[src/rtl/ex_operand_skid.sv]
// Two-entry skid buffer feeding the execute-stage logic unit: operand pair plus
// op code are registered, order is preserved, and in_ready comes straight from a flop.
module ex_operand_skid #(
  parameter int WIDTH = 16,
  parameter int OPW   = 3
) (
  input  logic             clk,
  input  logic             rst,
  input  logic             flush,
  input  logic             in_valid,
  output logic             in_ready,
  input  logic [WIDTH-1:0] in_a,
  input  logic [WIDTH-1:0] in_b,
  input  logic [OPW-1:0]   in_op,
  output logic             out_valid,
  input  logic             out_ready,
  output logic [WIDTH-1:0] out_a,
  output logic [WIDTH-1:0] out_b,
  output logic [OPW-1:0]   out_op,
  output logic [1:0]       occupancy
);

  typedef enum logic [1:0] {
    EMPTY = 2'd0,
    ONE   = 2'd1,
    FULL  = 2'd2
  } state_t;

  state_t           state_q;
  state_t           state_d;
  logic             ready_q;

  logic [WIDTH-1:0] main_a_p0;
  logic [WIDTH-1:0] main_b_p0;
  logic [OPW-1:0]   main_op_p0;
  logic [WIDTH-1:0] skid_a_p0;
  logic [WIDTH-1:0] skid_b_p0;
  logic [OPW-1:0]   skid_op_p0;

  logic             main_vld;
  logic             skid_vld;
  logic             accept;
  logic             consume;
  logic             load_main_in;
  logic             load_main_skid;
  logic             load_skid;

  assign main_vld  = (state_q != EMPTY);
  assign skid_vld  = (state_q == FULL);
  assign accept    = in_valid & ready_q;
  assign consume   = main_vld & out_ready;

  assign in_ready  = ready_q;
  assign out_valid = main_vld;
  assign out_a     = main_a_p0;
  assign out_b     = main_b_p0;
  assign out_op    = main_op_p0;
  assign occupancy = {1'b0, main_vld} + {1'b0, skid_vld};

  // Flush overrides any accept/consume in the same cycle; nothing is loaded.
  always_comb begin
    state_d        = state_q;
    load_main_in   = 1'b0;
    load_main_skid = 1'b0;
    load_skid      = 1'b0;
    if (flush) begin
      state_d = EMPTY;
    end else begin
      case (state_q)
        EMPTY: begin
          if (accept) begin
            load_main_in = 1'b1;
            state_d      = ONE;
          end
        end
        ONE: begin
          if (accept && consume) begin
            load_main_in = 1'b1;
          end else if (accept) begin
            load_skid = 1'b1;
            state_d   = FULL;
          end else if (consume) begin
            state_d = EMPTY;
          end
        end
        FULL: begin
          if (consume) begin
            load_main_skid = 1'b1;
            state_d        = ONE;
          end
        end
        default: state_d = EMPTY;
      endcase
    end
  end

  // ready is registered from the next state so it never depends on out_ready combinationally.
  always_ff @(posedge clk or posedge rst) begin
    if (rst) begin
      state_q <= EMPTY;
      ready_q <= 1'b1;
    end else begin
      state_q <= state_d;
      ready_q <= (state_d != FULL);
    end
  end

  // Stage 0: main (output-facing) and skid registers.
  always_ff @(posedge clk or posedge rst) begin
    if (rst) begin
      main_a_p0  <= '0;
      main_b_p0  <= '0;
      main_op_p0 <= '0;
      skid_a_p0  <= '0;
      skid_b_p0  <= '0;
      skid_op_p0 <= '0;
    end else begin
      if (load_main_in) begin
        main_a_p0  <= in_a;
        main_b_p0  <= in_b;
        main_op_p0 <= in_op;
      end else if (load_main_skid) begin
        main_a_p0  <= skid_a_p0;
        main_b_p0  <= skid_b_p0;
        main_op_p0 <= skid_op_p0;
      end
      if (load_skid) begin
        skid_a_p0  <= in_a;
        skid_b_p0  <= in_b;
        skid_op_p0 <= in_op;
      end
    end
  end

endmodule

[config.mk]
export PLATFORM = sky130hd
export DESIGN_NAME = ex_operand_skid
export DESIGN_NICKNAME = d
export VERILOG_FILES = /design/src/rtl/ex_operand_skid.sv
export SDC_FILE = /design/constraint.sdc
export NUM_CORES = 1
export LEC_CHECK = 0
export CORE_MARGIN = 2
export CORE_UTILIZATION = 45
export DETAILED_ROUTE_END_ITERATION = 10
export PLACE_DENSITY_LB_ADDON = 0.15
export SYNTH_ARGS = -nofsm -noshare
export SYNTH_HDL_FRONTEND = slang
export SYNTH_SLANG_ARGS = --single-unit
[constraint.sdc]
create_clock -name clk -period 6.25 [get_ports clk]
set_input_delay 1.25 -clock clk [delete_from_list [all_inputs] [get_ports clk]]
set_output_delay 1.25 -clock clk [all_outputs]
set_load 0.01 [all_outputs]
[Yosys cells after proc, flatten, opt, wreduce, memory -nomap -nowiden]
Index checks and enable logic that the tools add are counted.
Cells by class
  mux-type cells: 23
  bitwise gates (word level): 2
  add/subtract/negate cells: 1
  reductions and logical operators: 4
  equal/unequal tests: 3
Operator list (count)
  16-bit 2-to-1 mux: 4
  2-bit 2-to-1 mux: 6
  1-bit 2-to-1 mux: 9
  3-bit 2-to-1 mux: 2
  2-bit case mux with 3 select lines: 1
  2-bit nonzero test: 2
  1-bit by 1-bit adder with 2-bit output: 1
  1-bit AND: 2
  2-bit by 1-bit equality test with 1-bit output (second input constant): 1
  2-bit equality test (second input constant): 1
  2-bit logical NOT: 1
  2-bit != test (second input constant): 1
  1-bit case mux with 2 select lines: 1
  1-bit logical AND: 1
Word-level totals
  output and inout bits: 39
  logic and storage cells: 41
  input bits: 40
  register bits: 73

[Logic depth before layout (Yosys ltp)]
  depth after elaboration: 8
  depth in mapped cells: 6

[Worst setup path before layout]
Ideal clock, no wire load.
  path type: input-to-reg
  from: in out_ready
  to: reg main_a_p0[12] (netlist: out_a[12])
  data required time: 6.127 ns
  path slack: 3.932 ns
  stages on the path: 6
  buffers on the path: 2
  arrival time: 2.196 ns
  path through: nand2b_1 -> or4b_1 -> buf_6 -> buf_6 -> nor2_1 -> a21oi_1
Between the ends
  word-level cells in the longest chain between the ends: 6
RTL lines
  start: declaration: RTL line 16  | input logic out_ready,
  1-bit AND (*): RTL line 51  | assign consume = main_vld & out_ready;
  1-bit logical AND: RTL line 77  | if (accept && consume) begin
  1-bit 2-to-1 mux: RTL line 77
  1-bit case mux with 2 select lines: RTL line 69  | case (state_q)
  1-bit 2-to-1 mux: RTL line 66  | if (flush) begin
  16-bit 2-to-1 mux or 2-bit nonzero test (tied branches)
  end signal: assignment: RTL line 119  | main_a_p0 <= in_a;
  end signal: assignment: RTL line 123  | main_a_p0 <= skid_a_p0;
  end: declaration: RTL line 33  | logic [WIDTH-1:0] main_a_p0;
Mark *: on every way between the ends. The rest lies on a longest branch, timed or not.
A chain may end at the register's enable or synchronous reset.

[Final worst setup path]
  from: in out_ready
  to: reg main_b_p0[5] (netlist: out_b[5])
Between the ends
  word-level cells in the longest chain between the ends: 6
RTL lines
  1-bit AND (*): RTL line 51
  1-bit logical AND: RTL line 77
  1-bit 2-to-1 mux: RTL line 77
  1-bit case mux with 2 select lines: RTL line 69
  1-bit 2-to-1 mux: RTL line 66
  16-bit 2-to-1 mux or 2-bit nonzero test (tied branches)
  end signal: assignment: RTL line 120  | main_b_p0 <= in_b;
  end signal: assignment: RTL line 124  | main_b_p0 <= skid_b_p0;
  end: declaration: RTL line 34  | logic [WIDTH-1:0] main_b_p0;
Marked as above.

==> results.md <==
- Counting both buffers and inverters, the worst setup path holds a total of 3.
- Timing would allow up to 293 MHz.
- The number of clock buffers added by TritonCTS is 9.
- Across the whole layout, storage elements account for 1830 um^2.
- The number of nets in the synthesized netlist is 287.
- The critical path's top delay family is buffers and inverters.
- The clock network fraction of total power is 27.7%.
- The die is 88.2 um tall.
- The final number of max-transition violations is 0.
- The final antenna diode count is 0.
- For the worst setup path, the data required time is between 6 and 7 ns.
- The timing startpoint of the critical path is out_ready.
- Before antenna repair, the detailed router went through 4 iterations.
- The routed layout has slightly above 2000 vias.
- The remaining antenna violation count after routing is 0.
- The average routed wire per standard cell is 13.7 um.
- The depth of the worst register-to-register path is 5.
- The kind of path behind the tightest hold check is flip-flop to flip-flop.
- No sink is reached through more buffers than the 2 on the longest clock path.
- The die covers 7770 um^2.
- The internal power contribution is 965 uW.
- The switching power share of the total is 25.6%.
- The largest clock skew in the final design is 0.00726 ns.
- At the worst endpoint, the arrival time is 3.60 ns.
- TritonCTS built the clock tree.
- The sort of element at the start of the critical path is a primary input.
- The cell area after synthesis is 3190 um^2.
- Summing internal, switching and leakage power gives 1.30 mW.
- After the first detailed-routing iteration, the DRC count stood at 72.
- At the pin with the least slew margin, the transition time is 1.15 ns.
- In this run the mean area of a mapped cell was 12.9 um^2.
- In this run the post-CTS setup repair buffer count came out at 0.
- The H-tree generated during clock tree synthesis spans 3 levels.
- In this run the critical register-to-register path is launched from state_q[1]$_DFF_PP0_.
- The critical register-to-register path endpoint is out_b[5]$_DFFE_PP0P_.
- The post-synthesis cell count is 247.
- In this run the count of I/O pins placed on the die edge is 79.
- Setup repair after global routing left no endpoint under its margin.
- The number of remaining DRC errors is 0.
- After synthesis the netlist holds a flip-flop and latch count of 73.
- The fraction of layout cells with a size suffix above 1 is 19.2%.
- The number of logic stages on the critical path including buffering is 6.
- The initial core utilization is 46.7%.
- The total number of clock tree sinks is 73.
- Using the TritonRoute via totals, the vias-per-cell ratio works out to 4.83.
- In this run the power density over the cells is 314 nW/um^2.
- The area of the multi-input gates is 1170 um^2.
- Compared with the post-synthesis result, the final layout area differs by 29.7%.
- In this run the worst setup path terminates at out_b[5]$_DFFE_PP0P_.
- The via count of the first global-routing pass is 2034.
- The slowest stage of the critical path is the sky130_fd_sc_hd__nor3b_4 cell.
- The final-stage net count is 363.
- Summed over all layers, the routed wires come to 5830 um.
- The critical path class is primary input to flip-flop.
- The half-perimeter wire length after detailed placement is ~3700 um.
- The kind of capture point of the worst setup path is a flip-flop.
- The maximum fanout along the worst path is 18.
- The insertion delay of the later-clocked pin in the worst-skew pair is 0.33 ns.
- The final-report hold violation count is 0.
- Clock-pin slew was measured on the worst setup and hold paths at about 0.07 ns.
- The total area inside the core boundary comes to approximately 6800 um^2.
- The final number of setup-violating endpoints is 0.
- The worst path uses 54.7% of the clock period.
- The sequential fraction of design power is between 40% and 50%.
- For flop-to-flop paths, the worst setup slack is 3.72 ns.
- Walking the worst path, the cells encountered are clkdlybuf4s50_1 > inv_1 > nor3b_4 > buf_4 > mux2i_1 > a21oi_1.
- The largest single stage delay on the critical path is 0.95 ns.
- In this run, the combinational gates consume 22.6% of the power.
- After filler insertion, the fill cell instance count of the layout stands at 594.
- Row generation in the floorplan step produced 30 rows.
- The tree is rooted in a sky130_fd_sc_hd__clkbuf_8.
- The number of antenna violations at the first check in global routing is 0.
- The part of the Yosys area used for sequential elements is 57.3%.
- The worst pin sits at a relative slew slack of 23.1%.
- The minimum clock period is roughly 3.4 ns.
- The maximum number of pins on one net before global-route repair is 74.
- The number of gates resized after CTS was 0.
- The number of warnings reported in the yosys synthesis log is 0.
- The number of different library cells used by synthesis comes to 23.
- After clock tree synthesis, the flow added hold-fix buffers numbering 0.
- Max-cap violations in this run came to 0.
- The first global-routing pass estimated 9630 um of wire.
- From left edge to right edge, the die measures 88.2 um.
- In this run the power spent charging and discharging nets is 332 uW.
- The number of I/O port buffers is slightly below 80.
- The static leakage is 1.69 nW.
- Routability-driven placement finished with a final weighted congestion of 0.721.
- Global routing used between 15 and 20% of the available tracks across all layers.
- The total overflow reported by the global router is 0.
- Across the VDD grid, the largest voltage drop is 172 uV.
- The flow ran to the end, and the final reports show no timing, DRC or antenna violations.
- The total negative slack for setup checks is 0 ns.
## cells in the final DEF, fill, tap and decap left out, drive strengths merged
| cell type | count |
|---|---|
| nor2b | 1 |
| o22a | 1 |
| nand2b | 1 |
| mux2 | 36 |
| bufinv | 1 |
| buf | 3 |
| nor3b | 1 |
| nor2 | 37 |
| or4b | 1 |
| clkinv | 2 |
| inv | 3 |
| or3 | 1 |
| and3b | 1 |
| clkinvlp | 2 |
| a21oi | 37 |
| mux2i | 35 |
| clkbuf | 11 |
| dfrtp | 72 |
| nand2 | 2 |
| clkdlybuf4s50 | 78 |
| or2 | 1 |
| dfstp | 1 |
## worst register-to-register path: stages (launching register included)
cell and delay [ns]:
sky130_fd_sc_hd__dfrtp_1 0.43, sky130_fd_sc_hd__nor2b_4 0.20, sky130_fd_sc_hd__nor3b_4 0.95, sky130_fd_sc_hd__buf_4 0.48, sky130_fd_sc_hd__mux2i_1 0.24, sky130_fd_sc_hd__a21oi_1 0.08
## Yosys cell counts (all sizes together)
cell type  number  area share, %
a21oi          37            5.9
and3b           1           0.27
buf            15            5.5
clkbuf          1           0.12
dfrtp          72             57
dfstp           1           0.82
inv             3           0.35
mux2           36             13
mux2i          35             11
nand2           2           0.31
nand2b          1           0.20
nor2           37            4.4
nor2b           1           0.43
nor3b           1           0.39
o22a            1           0.27
or2             1           0.20
or3             1           0.20
or4b            1           0.31
## cell type report
cell class / count / share of cell area [%]
flip-flops and latches: 73 / 44.2
repair buffers: 81 / 19.4
clock buffers: 11 / 3.42
inverters: 3 / 0.272
clock inverters: 5 / 1.33
well taps: 96 / 2.91
multi-input cells: 155 / 28.4
## flip-flops by register name (all words and copies together) (netlist names)
name and cells:
in_ready 1, out_a 16, out_b 16, out_op 3
skid_a_p0 16, skid_b_p0 16, skid_op_p0 3, state_q 2
## per-stage QoR
stage,cells,setup WS (ns),hold slack [ns],util (%),cell area (um^2)
2_1_floorplan,247,3.15,0.479,-,3190
3_3_place_gp,408,2.47,0.486,57.6,3940
3_5_place_dp,408,2.42,0.493,57.6,3940
4_1_cts,424,2.77,0.511,60.5,4130
5_1_grt,424,2.63,0.532,60.5,4130
6_report,424,2.83,0.507,60.5,4130
## routing by layer
layer | wire length, um | track usage (%)
met1 | 2640 | 21.3
met2 | 2750 | 25.3
met3 | 329 | 4.62
met4 | 107 | 7.02
met5 | 0 | 0
## power by group through the flow
stage / Combinational (mW) / Clock, mW / Sequential (mW)
finish: 0.293 / 0.360 / 0.645
global route: 0.325 / 0.397 / 0.660
CTS: 0.299 / 0.375 / 0.646
detailed placement: 0.297 / 0 / 0.654
global placement: 0.290 / 0 / 0.651
floorplan: 0.143 / 0 / 0.662
## worst min-delay path by stage
stage,startpoint,to,slack (ns),depth (start not counted)
after detailed placement,skid_b_p0[4]$_DFFE_PP0P_,skid_b_p0[4]$_DFFE_PP0P_,0.49,1
after floorplan,skid_a_p0[13]$_DFFE_PP0P_,skid_a_p0[13]$_DFFE_PP0P_,0.48,1
after CTS,skid_a_p0[12]$_DFFE_PP0P_,skid_a_p0[12]$_DFFE_PP0P_,0.51,1
after global placement,skid_b_p0[14]$_DFFE_PP0P_,skid_b_p0[14]$_DFFE_PP0P_,0.49,1
after global routing,skid_a_p0[12]$_DFFE_PP0P_,skid_a_p0[12]$_DFFE_PP0P_,0.53,1
final,skid_a_p0[0]$_DFFE_PP0P_,skid_a_p0[0]$_DFFE_PP0P_,0.51,1
## logic make-up after synthesis
family                 synth area share [%]
buffers and inverters                  6.00
AO/OA/AOI/OAI                          6.20
flip-flops                             57.3
multiplexers                           23.7
AND/OR/NAND/NOR                        6.75
No activity file was read; power rests on OpenSTA's default activity.
